## config.mk

```make
export PLATFORM = sky130hd
export DESIGN_NAME = uart_rx
export DESIGN_NICKNAME = d
export VERILOG_FILES = /design/src/rtl/uart_pkg.sv /design/src/rtl/uart_rx_sampler.sv /design/src/rtl/uart_rx.sv
export SDC_FILE = /design/constraint.sdc
export NUM_CORES = 1
export LEC_CHECK = 0
export BUFFER_PORTS_ARGS = -buffer_cell sky130_fd_sc_hd__buf_2
export CORE_UTILIZATION = 50
export CTS_BUF_LIST = sky130_fd_sc_hd__clkbuf_8
export DETAILED_ROUTE_END_ITERATION = 16
export PLACE_DENSITY = 0.72
export SLEW_MARGIN = 20
export SYNTH_ARGS = -nofsm -noshare
export SYNTH_HDL_FRONTEND = slang
export SYNTH_SLANG_ARGS = --single-unit
```

## constraint.sdc

```tcl
create_clock -name CLK -period 1.8 [get_ports CLK]
set_clock_uncertainty 0.15 [all_clocks]
set_input_delay 0.27 -clock CLK [delete_from_list [all_inputs] [get_ports CLK]]
set_output_delay 0.27 -clock CLK [all_outputs]
set_load 0.02 [all_outputs]
```

## src/rtl/uart_pkg.sv

```systemverilog
// Shared types and constants for the UART receive path.
// Frame: start(0), DATA_W data bits LSB first, optional parity, stop(1).
package uart_pkg;

    localparam int unsigned DATA_W = 8;

    localparam logic PAR_EVEN = 1'b0;
    localparam logic PAR_ODD  = 1'b1;

    typedef enum logic [2:0] {
        StIdle,
        StStart,
        StData,
        StParity,
        StStop
    } rx_state_t;

    function automatic logic majority3(input logic a, input logic b, input logic c);
        return (a & b) | (a & c) | (b & c);
    endfunction

endpackage

```

## src/rtl/uart_rx_sampler.sv

```systemverilog
// Bit timing for the UART receiver: oversampling counter, bit counter and the
// three-point majority vote taken around the middle of each bit cell.
module uart_rx_sampler
    import uart_pkg::*;
#(
    parameter int unsigned PRESCALE = 8
) (
    input  logic       clk,
    input  logic       rst,
    input  logic       active,
    input  logic       restart,
    input  logic       rx_s,
    output logic       sample_bit,
    output logic       sample_vld,
    output logic       bit_done,
    output logic [3:0] bit_cnt
);

    localparam int unsigned CntW = $clog2(PRESCALE);

    localparam logic [CntW-1:0] MidLo = CntW'(PRESCALE / 2 - 1);
    localparam logic [CntW-1:0] Mid   = CntW'(PRESCALE / 2);
    localparam logic [CntW-1:0] MidHi = CntW'(PRESCALE / 2 + 1);
    localparam logic [CntW-1:0] Last  = CntW'(PRESCALE - 1);

    logic [CntW-1:0] edge_cnt;
    logic            s0;
    logic            s1;

    always_ff @(posedge clk) begin
        if (rst || restart) begin
            edge_cnt <= '0;
            bit_cnt  <= '0;
            s0       <= 1'b1;
            s1       <= 1'b1;
        end else if (active) begin
            if (edge_cnt == Last) begin
                edge_cnt <= '0;
                bit_cnt  <= bit_cnt + 4'd1;
            end else begin
                edge_cnt <= edge_cnt + 1'b1;
            end
            if (edge_cnt == MidLo) begin
                s0 <= rx_s;
            end
            if (edge_cnt == Mid) begin
                s1 <= rx_s;
            end
        end
    end

    // Third sample is the live synchronised line; the FSM registers the vote.
    always_comb begin
        sample_bit = majority3(s0, s1, rx_s);
        sample_vld = active && (edge_cnt == MidHi);
        bit_done   = active && (edge_cnt == Last);
    end

endmodule

```

## src/rtl/uart_rx.sv

```systemverilog
// UART receiver: synchronises RX_IN, deserialises an LSB-first frame, checks
// parity and stop bit, and emits the byte with one-cycle status pulses.
module uart_rx
    import uart_pkg::*;
#(
    parameter int unsigned PRESCALE = 8
) (
    input  logic              CLK,
    input  logic              RST,
    input  logic              RX_IN,
    input  logic              PAR_EN,
    input  logic              PAR_TYP,
    output logic [DATA_W-1:0] P_DATA,
    output logic              DATA_VALID,
    output logic              PAR_ERR,
    output logic              STP_ERR
);

    rx_state_t         state;
    logic              rx_meta;
    logic              rx_s;
    logic [DATA_W-1:0] shift;
    logic              rx_par;
    logic              par_en_q;
    logic              par_typ_q;

    logic              active;
    logic              restart;
    logic              sample_bit;
    logic              sample_vld;
    logic              bit_done;
    logic [3:0]        bit_cnt;
    logic              par_calc;
    logic              par_err;

    always_ff @(posedge CLK) begin
        if (RST) begin
            rx_meta <= 1'b1;
            rx_s    <= 1'b1;
        end else begin
            rx_meta <= RX_IN;
            rx_s    <= rx_meta;
        end
    end

    always_comb begin
        active   = (state != StIdle);
        restart  = (state == StIdle) && !rx_s;
        par_calc = (par_typ_q == PAR_ODD) ? ~(^shift) : ^shift;
        par_err  = par_en_q && (rx_par != par_calc);
    end

    uart_rx_sampler #(
        .PRESCALE (PRESCALE)
    ) u_sampler (
        .clk        (CLK),
        .rst        (RST),
        .active     (active),
        .restart    (restart),
        .rx_s       (rx_s),
        .sample_bit (sample_bit),
        .sample_vld (sample_vld),
        .bit_done   (bit_done),
        .bit_cnt    (bit_cnt)
    );

    // bit_cnt is 0 for the start bit, so data bit 7 ends with bit_cnt == DATA_W.
    always_ff @(posedge CLK) begin
        if (RST) begin
            state      <= StIdle;
            shift      <= '0;
            rx_par     <= 1'b0;
            par_en_q   <= 1'b0;
            par_typ_q  <= PAR_EVEN;
            P_DATA     <= '0;
            DATA_VALID <= 1'b0;
            PAR_ERR    <= 1'b0;
            STP_ERR    <= 1'b0;
        end else begin
            DATA_VALID <= 1'b0;
            PAR_ERR    <= 1'b0;
            STP_ERR    <= 1'b0;
            unique case (state)
                StIdle: begin
                    if (!rx_s) begin
                        state     <= StStart;
                        par_en_q  <= PAR_EN;
                        par_typ_q <= PAR_TYP;
                    end
                end
                StStart: begin
                    if (sample_vld && sample_bit) begin
                        state <= StIdle;
                    end else if (bit_done) begin
                        state <= StData;
                    end
                end
                StData: begin
                    if (sample_vld) begin
                        shift <= {sample_bit, shift[DATA_W-1:1]};
                    end
                    if (bit_done && (bit_cnt == 4'(DATA_W))) begin
                        state <= par_en_q ? StParity : StStop;
                    end
                end
                StParity: begin
                    if (sample_vld) begin
                        rx_par <= sample_bit;
                    end
                    if (bit_done) begin
                        state <= StStop;
                    end
                end
                StStop: begin
                    // Re-arm at mid-stop so a back-to-back start bit is not missed.
                    if (sample_vld) begin
                        state   <= StIdle;
                        PAR_ERR <= par_err;
                        STP_ERR <= ~sample_bit;
                        if (!par_err && sample_bit) begin
                            P_DATA     <= shift;
                            DATA_VALID <= 1'b1;
                        end
                    end
                end
                default: state <= StIdle;
            endcase
        end
    end

endmodule

```

==> key figures, run 1 <==
Power and ir drop
  – Logic gate share of total power: 4.8%
  – Pint: 1.10 mW
  – Psw: 0.344 mW
  – LEAKAGE: 0.807 nW
  – Switching share of power: 23.8%
  – Clock share of power: 39.0%
  – Reg power frac: 56.2%
  – PD cells: 699 nW/um^2
  – IR drop worst, VDD: 490 uV

Detailed routing
  – First-pass iteration count of the detailed router: 4
  – Via density per instance: 5.28
  – Initial drt markers: 48
  – Antenna Violating Nets Remaining: 0
  – Residual DRC: 0
  – DRT Wirelength: 3280 um
  – DR WL/cell: 12.8 um
  – Vias: 1,358

Synthesis
  – Largest family of logic cells by synthesized area: simple AND/OR/NAND/NOR gates
  – Post-synthesis simple-gate area fraction: 23.5%
  – Synth Instances: 188
  – Synth Area in Adders: 5.64%
  – Post-synth cell types: 38
  – Synthesized Nets: 200
  – Compound-Gate Fraction of Synth Area: 8.75%
  – Mux cell area share after synthesis: 11.0%
  – Top cells by area, synth: dfxtp_1 (42%), mux2i_1 (11%), nor2_1 (5.9%)
  – Sequential fraction of the synthesis area: 41.6%
  – Post-synthesis cell area: 1730 um^2
  – YS warnings: 0
  – Xor and xnor area share after synthesis: 5.78%
  – Mean Syn Cell Area: 9.20 um^2
  – Top cell type's share of synthesized area: 41.6%
  – Number of synthesized register bits: 36
  – Largest area contributor in the netlist: dfxtp_1

Floorplan
  – Core area: 3180 um^2
  – Die Span Y: 60.8 um
  – Initial core utilization: 54.4%
  – Die Footprint: 3700 um^2
  – Die X: 60.8 um
  – Core Rows: 20
  – IO Pins: 16

Worst setup path
  – Critical path cell sequence: xor2_1 -> xnor3_2 -> xnor2_2 -> a21oi_4 -> buf_12 -> mux2i_1
  – Startpoint types: flop
  – Data required, critical path: 1870 ps
  – Slowest Stage Delay on Critical Path: 450 ps
  – Crit. End Element: flop
  – CP max FO: 9
  – Worst Path Arrival: 1930 ps
  – Slowest CP cell: xnor3_2
  – Worst Setup Path Type: reg -> reg

Clocking
  – Root Buffer: clkbuf_8
  – Hold Buf Count CTS: 0
  – Num CTS Buffers: 5
  – Clk Latency, worst-skew pair: 290 ps
  – CTS tree: yes
  – Clock Tree Buf Depth: 2
  – Clock Sinks: 36
  – CTS H-Tree Depth: 2
  – Clock transition at path regs: 70 ps

Placed design
  – GPL Wtd Cong: 0.815
  – Placed cells: 248
  – Port bufs: 15
  – Detailed placer's ending HPWL: 2360 um

Finish
  – Share of cells above drive strength 1: 26.3%
  – P&R area growth vs syn: 19.6%
  – Antenna cells: 0
  – Fillcell total: 273
  – Non-filler cells, final: 257
  – Final net count: 224

GRT
  – Initial antenna violation count: 0
  – Grt total ovfl: 0
  – Vias in the first global route: 1,291
  – First-pass GRT wire length: 5400 um
  – Largest net degree at the start of global routing: 45
  – Tot GR Track Use: 20.4%

Timing
  – Worst slew margin: 55.5%
  – Final Slew Violations: 0
  – Actual slew at the worst max-slew pin: 668 ps
  – Max Freq: 0.536 GHz
  – Post-layout minimum cycle time: 1870 ps
  – TNS Setup: -234 ps
  – RSZ-0062 raised after global routing: true
  – Period utilization: 104%
  – Setup ws final: -65.6 ps
  – Final hold vios: 0
  – Final setup viols: 9

Run status
  – Violated checks: setup timing
  – Status: complete, but fails checks

Flow run
  – Max-cap violations: 0

Hold path
  – Hold WC Path Type: in -> reg
## metal layers
metal  up-vias  global-route usage [%]  share of wire, %
met5         -                       0                 0
met4         0                    10.7               2.0
met3         8                    5.12               3.7
met2        28                    35.6                49
met1       640                    23.0                46
li1        682                       -                 -
## final timing paths
kind                            cells past startpoint      from  slack, ps         to
worst max-delay path                                6  shift[7]        -70  P_DATA[2]
worst min register to register                      1   rx_meta        270       rx_s
worst max register to register                      6  shift[7]        -70  P_DATA[2]
worst min-delay path                                2     RX_IN         10    rx_meta
## power by group through the flow
stage	sequential (mW)	combinational (mW)	clock, mW
2_1_floorplan	0.824	0.0513	0
3_3_place_gp	0.829	0.0624	0
3_5_place_dp	0.830	0.0649	0
4_1_cts	0.811	0.0667	0.578
5_1_grt	0.814	0.0773	0.617
6_report	0.813	0.0696	0.564
## cells in the final DEF, fill, tap and decap left out, types with 3 or more instances in the layout
cell / Yosys / final
clkbuf_8: 0 / 5
nand4_1: 3 / 3
or2b_1: 3 / 3
mux2i_1: 19 / 19
dfxtp_1: 36 / 30
xnor2_2: 2 / 3
buf_4: 0 / 10
nand3_1: 3 / 3
nand2_1: 11 / 10
a21oi_1: 8 / 8
o21ai_0: 5 / 5
dfxtp_2: 0 / 6
nor3_1: 4 / 3
nor2_1: 27 / 26
ha_1: 7 / 6
nand2b_1: 14 / 14
inv_1: 6 / 6
buf_2: 3 / 15
## worst max-delay path: cells and delay by family, from the launching register on
kind            cells  cell delay (ps)
mux                 1              210
flops               1              360
buf+inv             1              150
xor+xnor            3              780
compound gates      1              150
## timing repair
action / CTS / global route
setup endpoints to repair: 10 / 14
pin swaps: 1 / 3
buffers inserted: 1 / 0
gates resized for setup: 2 / 11
## final cells by class
class	count	area (um^2)	area share [%]
Multi-Input combinational cell	136	986	47.6
Sequential cell	36	728	35.2
Timing Repair Buffer	27	190	9.19
Clock buffer	5	68.8	3.33
Tap cell	44	55.1	2.66
Inverter	6	22.5	1.09
Clock inverter	3	18.8	0.907
## state kept, by name, summed over array words and instances, names as in the netlist, 3 cells and up
| name | cells |
|---|---|
| P_DATA | 8 |
| shift | 8 |
| state | 3 |
| u_sampler.bit_cnt | 4 |
| u_sampler.edge_cnt | 3 |
## cell families (layout without fill, tap and decap cells)
| group | count (synthesis) | count (layout) |
|---|---|---|
| compound gates | 23 | 23 |
| flops | 36 | 36 |
| fa+ha+maj | 8 | 8 |
| xor+xnor | 8 | 8 |
| mux | 19 | 19 |
| buf+inv | 16 | 41 |
| simple gates | 78 | 78 |
## cell usage after synthesis
master / count
a211oi_1: 1
a21boi_0: 1
a21oi_1: 8
a21oi_4: 1
a311oi_1: 1
a31oi_1: 2
a32oi_1: 1
and2_1: 1
and3_1: 3
and3b_1: 1
buf_2: 3
clkbuf_1: 7
dfxtp_1: 36
ha_1: 7
inv_1: 6
maj3_1: 1
mux2i_1: 19
nand2_1: 11
nand2b_1: 14
nand3_1: 3
nand4_1: 3
nor2_1: 27
nor2b_1: 1
nor3_1: 4
nor3_2: 1
nor3_4: 1
o211ai_1: 1
o21ai_0: 5
o21bai_1: 1
o32a_1: 1
or2_2: 2
or2b_1: 3
or3_1: 2
or3b_1: 1
xnor2_1: 3
xnor2_2: 2
xnor3_2: 1
xor2_1: 2
## through the flow
step / hold WS [ps] / area (um^2) / setup WS, ps / util [%] / power, mW
global route: 7.85 / 2070 / -148 / 65.1 / 1.51
detailed placement: 257 / 1930 / -74.2 / 60.7 / 0.895
CTS: 8.36 / 2030 / -60.0 / 64.0 / 1.46
floorplan: 224 / 1730 / 20.0 / - / 0.876
global placement: 249 / 1930 / 11.1 / 60.7 / 0.892
finish: 10.5 / 2070 / -65.6 / 65.1 / 1.45
No activity file was read; power rests on OpenSTA's default activity.
==> run 2, diff against run 1 <==
- CELL_PAD_IN_SITES_DETAIL_PLACEMENT: unset -> 1
- CELL_PAD_IN_SITES_GLOBAL_PLACEMENT: unset -> 2
- CORE_UTILIZATION: 50 -> 34
- CTS_CLUSTER_DIAMETER: unset -> 200
- PLACE_DENSITY: 0.72 -> 0.77
==> key figures, run 2 (same netlist as run 1, synthesis figures left out) <==
GRT
  – Busiest layer in global routing: met2
  – Met2 Resource Use GR: 25.8% (-9.8 points)
  – Tot GR Track Use: 16.1% (-4.4 points)
  – Met1 Use GR: 20.6% (-2.4 points)
  – Met3 Track Usage GR: 4.12% (-1.0 points)
  – Initial antenna violation count: 0 (unchanged)
  – First-pass GRT wire length: 6490 um (+20%)
  – Vias in the first global route: 1,377 (+6.7%)
  – Largest net degree at the start of global routing: 45 (unchanged)
  – Grt total ovfl: 0 (unchanged)

Detailed routing
  – DR WL/cell: 13.8 um (+8.4%)
  – Vias: 1,368 (+0.74%)
  – Antenna Violating Nets Remaining: 0 (unchanged)
  – First-pass iteration count of the detailed router: 4 (unchanged)
  – DRT Wirelength: 3890 um (+19%)
  – Residual DRC: 0 (unchanged)
  – Via density per instance: 4.87 (-7.9%)
  – Initial drt markers: 61 (+27%)

Timing
  – Worst slew margin: 53.1% (-2.4 points)
  – Final Slew Violations: 0 (unchanged)
  – RSZ-0062 raised after global routing: true
  – TNS Setup: -142 ps (+92.6 ps)
  – Final hold vios: 0 (unchanged)
  – Max Freq: 0.544 GHz (+1.5%)
  – Post-layout minimum cycle time: 1840 ps (-27.9 ps)
  – Final setup viols: 7 (-2)
  – Setup ws final: -37.7 ps (+27.9 ps)
  – Period utilization: 102% (-1.5 points)
  – Final hold slack: 18.4 ps (+7.87 ps)
  – Actual slew at the worst max-slew pin: 704 ps (+36.0 ps)

Power and ir drop
  – LEAKAGE: 0.817 nW (+1.3%)
  – Total power: 1.51 mW (+4.1%)
  – PD cells: 716 nW/um^2 (+2.5%)
  – IR drop worst, VDD: 302 uV (-38%)

Placed design
  – DP Area: 1980 um^2 (+2.7%)
  – GPL Wtd Cong: 0.866 (+6.3%)
  – Placed cells: 274 (+10%)
  – Place WS: -76.6 ps (-2.37 ps)
  – Port bufs: 15 (unchanged)
  – Detailed placer's ending HPWL: 2840 um (+21%)

Finish
  – P&R area growth vs syn: 21.5%
  – Final Instance Area: 2100 um^2 (+1.6%)
  – Most common cell after layout, fill and taps aside: dfxtp_1
  – Final core area utilization: 43.7% (-21 points)
  – Multi-input logic area: 970 um^2 (-1.6%)
  – Top Registers: P_DATA: 8 flops, shift: 8 flops, u_sampler.bit_cnt: 4 flops
  – Fillcell total: 574 (+110%)
  – Share of cells above drive strength 1: 25.2% (-1.1 points)
  – Antenna cells: 0 (unchanged)
  – Non-filler cells, final: 281 (+9.3%)
  – FF/Latch Area: 726 um^2 (-0.34%)
  – Final net count: 226 (+0.89%)
  – Commonest non-fill, non-tap cells in the layout: dfxtp_1 (32), nor2_1 (26), mux2i_1 (19)

Floorplan
  – Core Rows: 25 (+25%)
  – Die Footprint: 5380 um^2 (+45%)
  – Die Span Y: 73.3 um (+21%)
  – Core area: 4820 um^2 (+52%)
  – IO Pins: 16 (unchanged)
  – Initial core utilization: 35.9% (-19 points)
  – Die X: 73.3 um (+21%)

Hold path
  – Hold WC Path Type: in -> reg

Clocking
  – Clock Tree Buf Depth: 2 (unchanged)
  – Clock transition at path regs: 70 ps (about the same)
  – Num CTS Buffers: 5 (unchanged)
  – CTS H-Tree Depth: 2 (unchanged)
  – Hold Buf Count CTS: 0 (unchanged)
  – Clk Latency, worst-skew pair: 280 ps (about the same)
  – Clock Sinks: 36 (unchanged)
  – CTS tree: yes
  – Root Buffer: clkbuf_8

Run status
  – Violated checks: setup timing
  – Status: complete, but fails checks

Worst setup path
  – Crit. End Element: flop
  – Worst Path Arrival: 1900 ps (-30 ps)
  – Data required, critical path: 1860 ps (about the same)
  – Worst Setup Path Type: reg -> reg
  – Startpoint types: flop
  – R2R setup slack: -40 ps (+30 ps)
  – CP max FO: 9 (unchanged)

Flow run
  – Max-cap violations: 0 (unchanged)
==> run 2: changes by cell type in the layout (fill, tap and decap cells not counted), sizes merged <==
cell    delta
clkbuf     +2
buf        +2
clkinv     -3
==> run 2: critical path, stage by stage (launching register included) <==
cell and delay (ps):
dfxtp_2 320, xnor2_1 150, xnor3_2 470, xnor2_2 180, a21oi_4 150, buf_12 150
mux2i_1 200
==> run 2: repair_timing <==
action,CTS,global route
buffers inserted,0,0
resized for setup,2,8
pin swaps,1,3
gates cloned,0,0
endpoints found under the setup margin,10,13
==> run 2: power breakdown <==
part           leakage [nW]  internal (mW)  switching (mW)
clock                0.0503          0.341           0.282
combinational         0.474         0.0297          0.0457
sequential            0.293          0.803         0.00578
total                 0.817           1.17           0.333
==> run 2: cell type report <==
class / count / area share [%]
clock buffers: 7 / 4.58
inverters: 6 / 1.07
multi-input cells: 136 / 46.1
flip-flops and latches: 36 / 34.5
well taps: 67 / 3.99
repair buffers: 29 / 9.76
==> run 2: path summary, 6_finish.rpt <==
| path | cells after the start | from | end |
|---|---|---|---|
| min reg2reg | 1 | rx_meta | rx_s |
| max reg2reg | 6 | shift[4] | P_DATA[0] |
| max | 6 | shift[4] | P_DATA[0] |
| min | 2 | RX_IN | rx_meta |
==> run 2: layer usage <==
metal / vias to the layer above / share of wire [%] / routed length [um]
li1: 682 / - / -
met1: 664 / 49 / 1910
met2: 16 / 47 / 1820
met3: 6 / 2.5 / 97
met4: 0 / 1.5 / 57
met5: - / 0 / 0
==> run 3, diff against run 2 <==
- CORE_MARGIN: unset -> 2
==> key figures, run 3 (same netlist as run 1, synthesis figures left out) <==
Run status
  – Status: complete, but fails checks
  – Violated checks: setup timing

Detailed routing
  – Residual DRC: 0 (unchanged)
  – Vias: 1,378 (+0.73%)
  – DR WL/cell: 13.9 um (+0.57%)
  – Initial drt markers: 66 (+8.2%)
  – Via density per instance: 4.87 (about the same)
  – DRT Wirelength: 3940 um (+1.3%)
  – First-pass iteration count of the detailed router: 4 (unchanged)
  – Antenna Violating Nets Remaining: 0 (unchanged)

Power and ir drop
  – Pint: 1.24 mW (+5.9%)
  – Psw: 0.349 mW (+4.9%)
  – IR drop worst, VDD: 430 uV (+42%)
  – Switching share of power: 21.9% (-0.16 points)
  – Clock share of power: 44.4% (+3.1 points)
  – Total power: 1.59 mW (+5.7%)
  – Logic gate share of total power: 4.8% (-0.2 points)
  – Reg power frac: 50.8% (-2.9 points)
  – LEAKAGE: 0.826 nW (+1.1%)
  – PD cells: 741 nW/um^2 (+3.5%)

Placed design
  – Detailed placer's ending HPWL: 2890 um (+1.6%)
  – Port bufs: 15 (unchanged)
  – Place WS: -91.4 ps (-14.8 ps)
  – Placed cells: 274 (unchanged)
  – GPL Wtd Cong: 0.868 (+0.22%)

Timing
  – Final hold slack: 18.6 ps (+0.224 ps)
  – Final Slew Violations: 0 (unchanged)
  – RSZ-0062 raised after global routing: true
  – Setup ws final: -46.5 ps (-8.73 ps)
  – TNS Setup: -183 ps (-41.7 ps)
  – Worst slew margin: 51.9% (-1.2 points)
  – Period utilization: 103% (+0.49 points)
  – Max Freq: 0.542 GHz (-0.47%)
  – Final setup viols: 9 (+2)
  – Post-layout minimum cycle time: 1850 ps (+8.73 ps)
  – Final hold vios: 0 (unchanged)
  – Actual slew at the worst max-slew pin: 722 ps (+17.9 ps)

Floorplan
  – IO Pins: 16 (unchanged)
  – Die X: 75.3 um (+2.7%)
  – Core area: 4820 um^2 (unchanged)
  – Die Span Y: 75.3 um (+2.7%)
  – Core Rows: 25 (unchanged)
  – Die Footprint: 5680 um^2 (+5.5%)
  – Initial core utilization: 35.9% (unchanged)

Finish
  – Non-filler cells, final: 283 (+0.71%)
  – P&R area growth vs syn: 24.2%
  – Fillcell total: 574 (unchanged)
  – Final net count: 227 (+0.44%)
  – Antenna cells: 0 (unchanged)
  – Share of cells above drive strength 1: 26.9% (+1.6 points)
  – Commonest non-fill, non-tap cells in the layout: dfxtp_1 (32), nor2_1 (25), mux2i_1 (19)
  – Most common cell after layout, fill and taps aside: dfxtp_1
  – Top Registers: P_DATA: 8 flops, shift: 8 flops, u_sampler.bit_cnt: 4 flops

Worst setup path
  – Reg2Reg Depth: 6 (unchanged)
  – R2r endpoint: P_DATA[1]
  – Slowest CP cell: xnor3_2
  – Reg2reg start: shift[4]
  – Critical path cell sequence: xnor2_1 -> xnor3_2 -> xnor2_2 -> a21oi_4 -> buf_12 -> mux2i_1
  – Startpoint types: flop
  – Worst Setup Path Type: reg -> reg
  – Data required, critical path: 1860 ps (about the same)
  – R2R setup slack: -50 ps (about the same)
  – Crit. End Element: flop
  – Worst Path Arrival: 1910 ps (about the same)
  – Slowest Stage Delay on Critical Path: 460 ps (about the same)
  – CP max FO: 9 (unchanged)

Hold path
  – Hold path depth: 2 (unchanged)
  – Worst-case hold path end point: rx_meta
  – Critical hold path startpoint: RX_IN
  – Hold WC Path Type: in -> reg

Clocking
  – Hold Buf Count CTS: 0 (unchanged)
  – Clock transition at path regs: 70 ps (about the same)
  – Clk Latency, worst-skew pair: 290 ps (about the same)
  – Root Buffer: clkbuf_8
  – Clock Tree Buf Depth: 2 (unchanged)
  – Num CTS Buffers: 5 (unchanged)
  – Clock Sinks: 36 (unchanged)
  – CTS tree: yes
  – CTS H-Tree Depth: 2 (unchanged)

Flow run
  – Max-cap violations: 0 (unchanged)

GRT
  – First-pass GRT wire length: 6860 um (+5.6%)
  – Vias in the first global route: 1,434 (+4.1%)
  – Largest net degree at the start of global routing: 45 (unchanged)
  – Grt total ovfl: 0 (unchanged)
  – Tot GR Track Use: 16.1% (+0.041 points)
  – Initial antenna violation count: 0 (unchanged)
## run 3: cell count changes in the layout (fill, tap and decap cells not counted), sizes merged
cell and change:
buf +1, bufinv +1, clkbuf -2, clkinv +1
clkinvlp +1
## run 3: worst max path at each step
stage,from,slack (ps),end
4_1_cts,shift[4],-70,P_DATA[1]
2_1_floorplan,shift[3],20,P_DATA[0]
6_report,shift[4],-50,P_DATA[1]
3_3_place_gp,shift[5],10,DATA_VALID
5_1_grt,shift[4],-130,P_DATA[1]
3_5_place_dp,shift[5],-90,P_DATA[1]
## run 3: metal layers
layer  track usage [%]  vias to the layer above  share of wire (%)
li1                  -                      683                  -
met1              20.6                      673                 47
met2              26.5                       17                 49
met3              3.97                        5                2.8
met4              5.85                        0                1.2
met5                 0                        -                  0
## run 3: layout make-up
cell class	instances	area (um^2)	share of cell area, %
Sequential cell	36	726	33.8
Tap cell	67	83.8	3.90
Inverter	6	22.5	1.05
Clock buffer	5	68.8	3.20
Multi-Input combinational cell	136	988	46.0
Timing Repair Buffer	30	216	10.1
Clock inverter	3	42.5	1.98
## run 3: power groups by stage
stage | sequential (mW) | combinational (mW) | clock [mW]
after floorplan | 0.824 | 0.0513 | 0
after global placement | 0.826 | 0.0697 | 0
after detailed placement | 0.827 | 0.0726 | 0
after CTS | 0.808 | 0.0736 | 0.728
after global routing | 0.810 | 0.0859 | 0.778
final | 0.810 | 0.0762 | 0.707
## run 3: worst max-delay path: cells and delay by family, from the launching register on
family,cells,cell delay [ps]
muxes,1,200
buffers and inverters,1,150
DFF,1,330
xor gates and xnor gates,3,790
AOI/OAI and AO/OA,1,160
## run 3: timing repair
| item | CTS | global route |
|---|---|---|
| resized for setup | 3 | 10 |
| setup endpoints to repair | 11 | 15 |
| pin swaps | 1 | 6 |
| setup buffers | 0 | 1 |
## run 3: through the flow
step	area (um^2)	util [%]
after global placement	1980	41.1
after global routing	2150	44.6
after detailed placement	1980	41.1
after CTS	2100	43.7
after floorplan	1730	-
final	2150	44.6
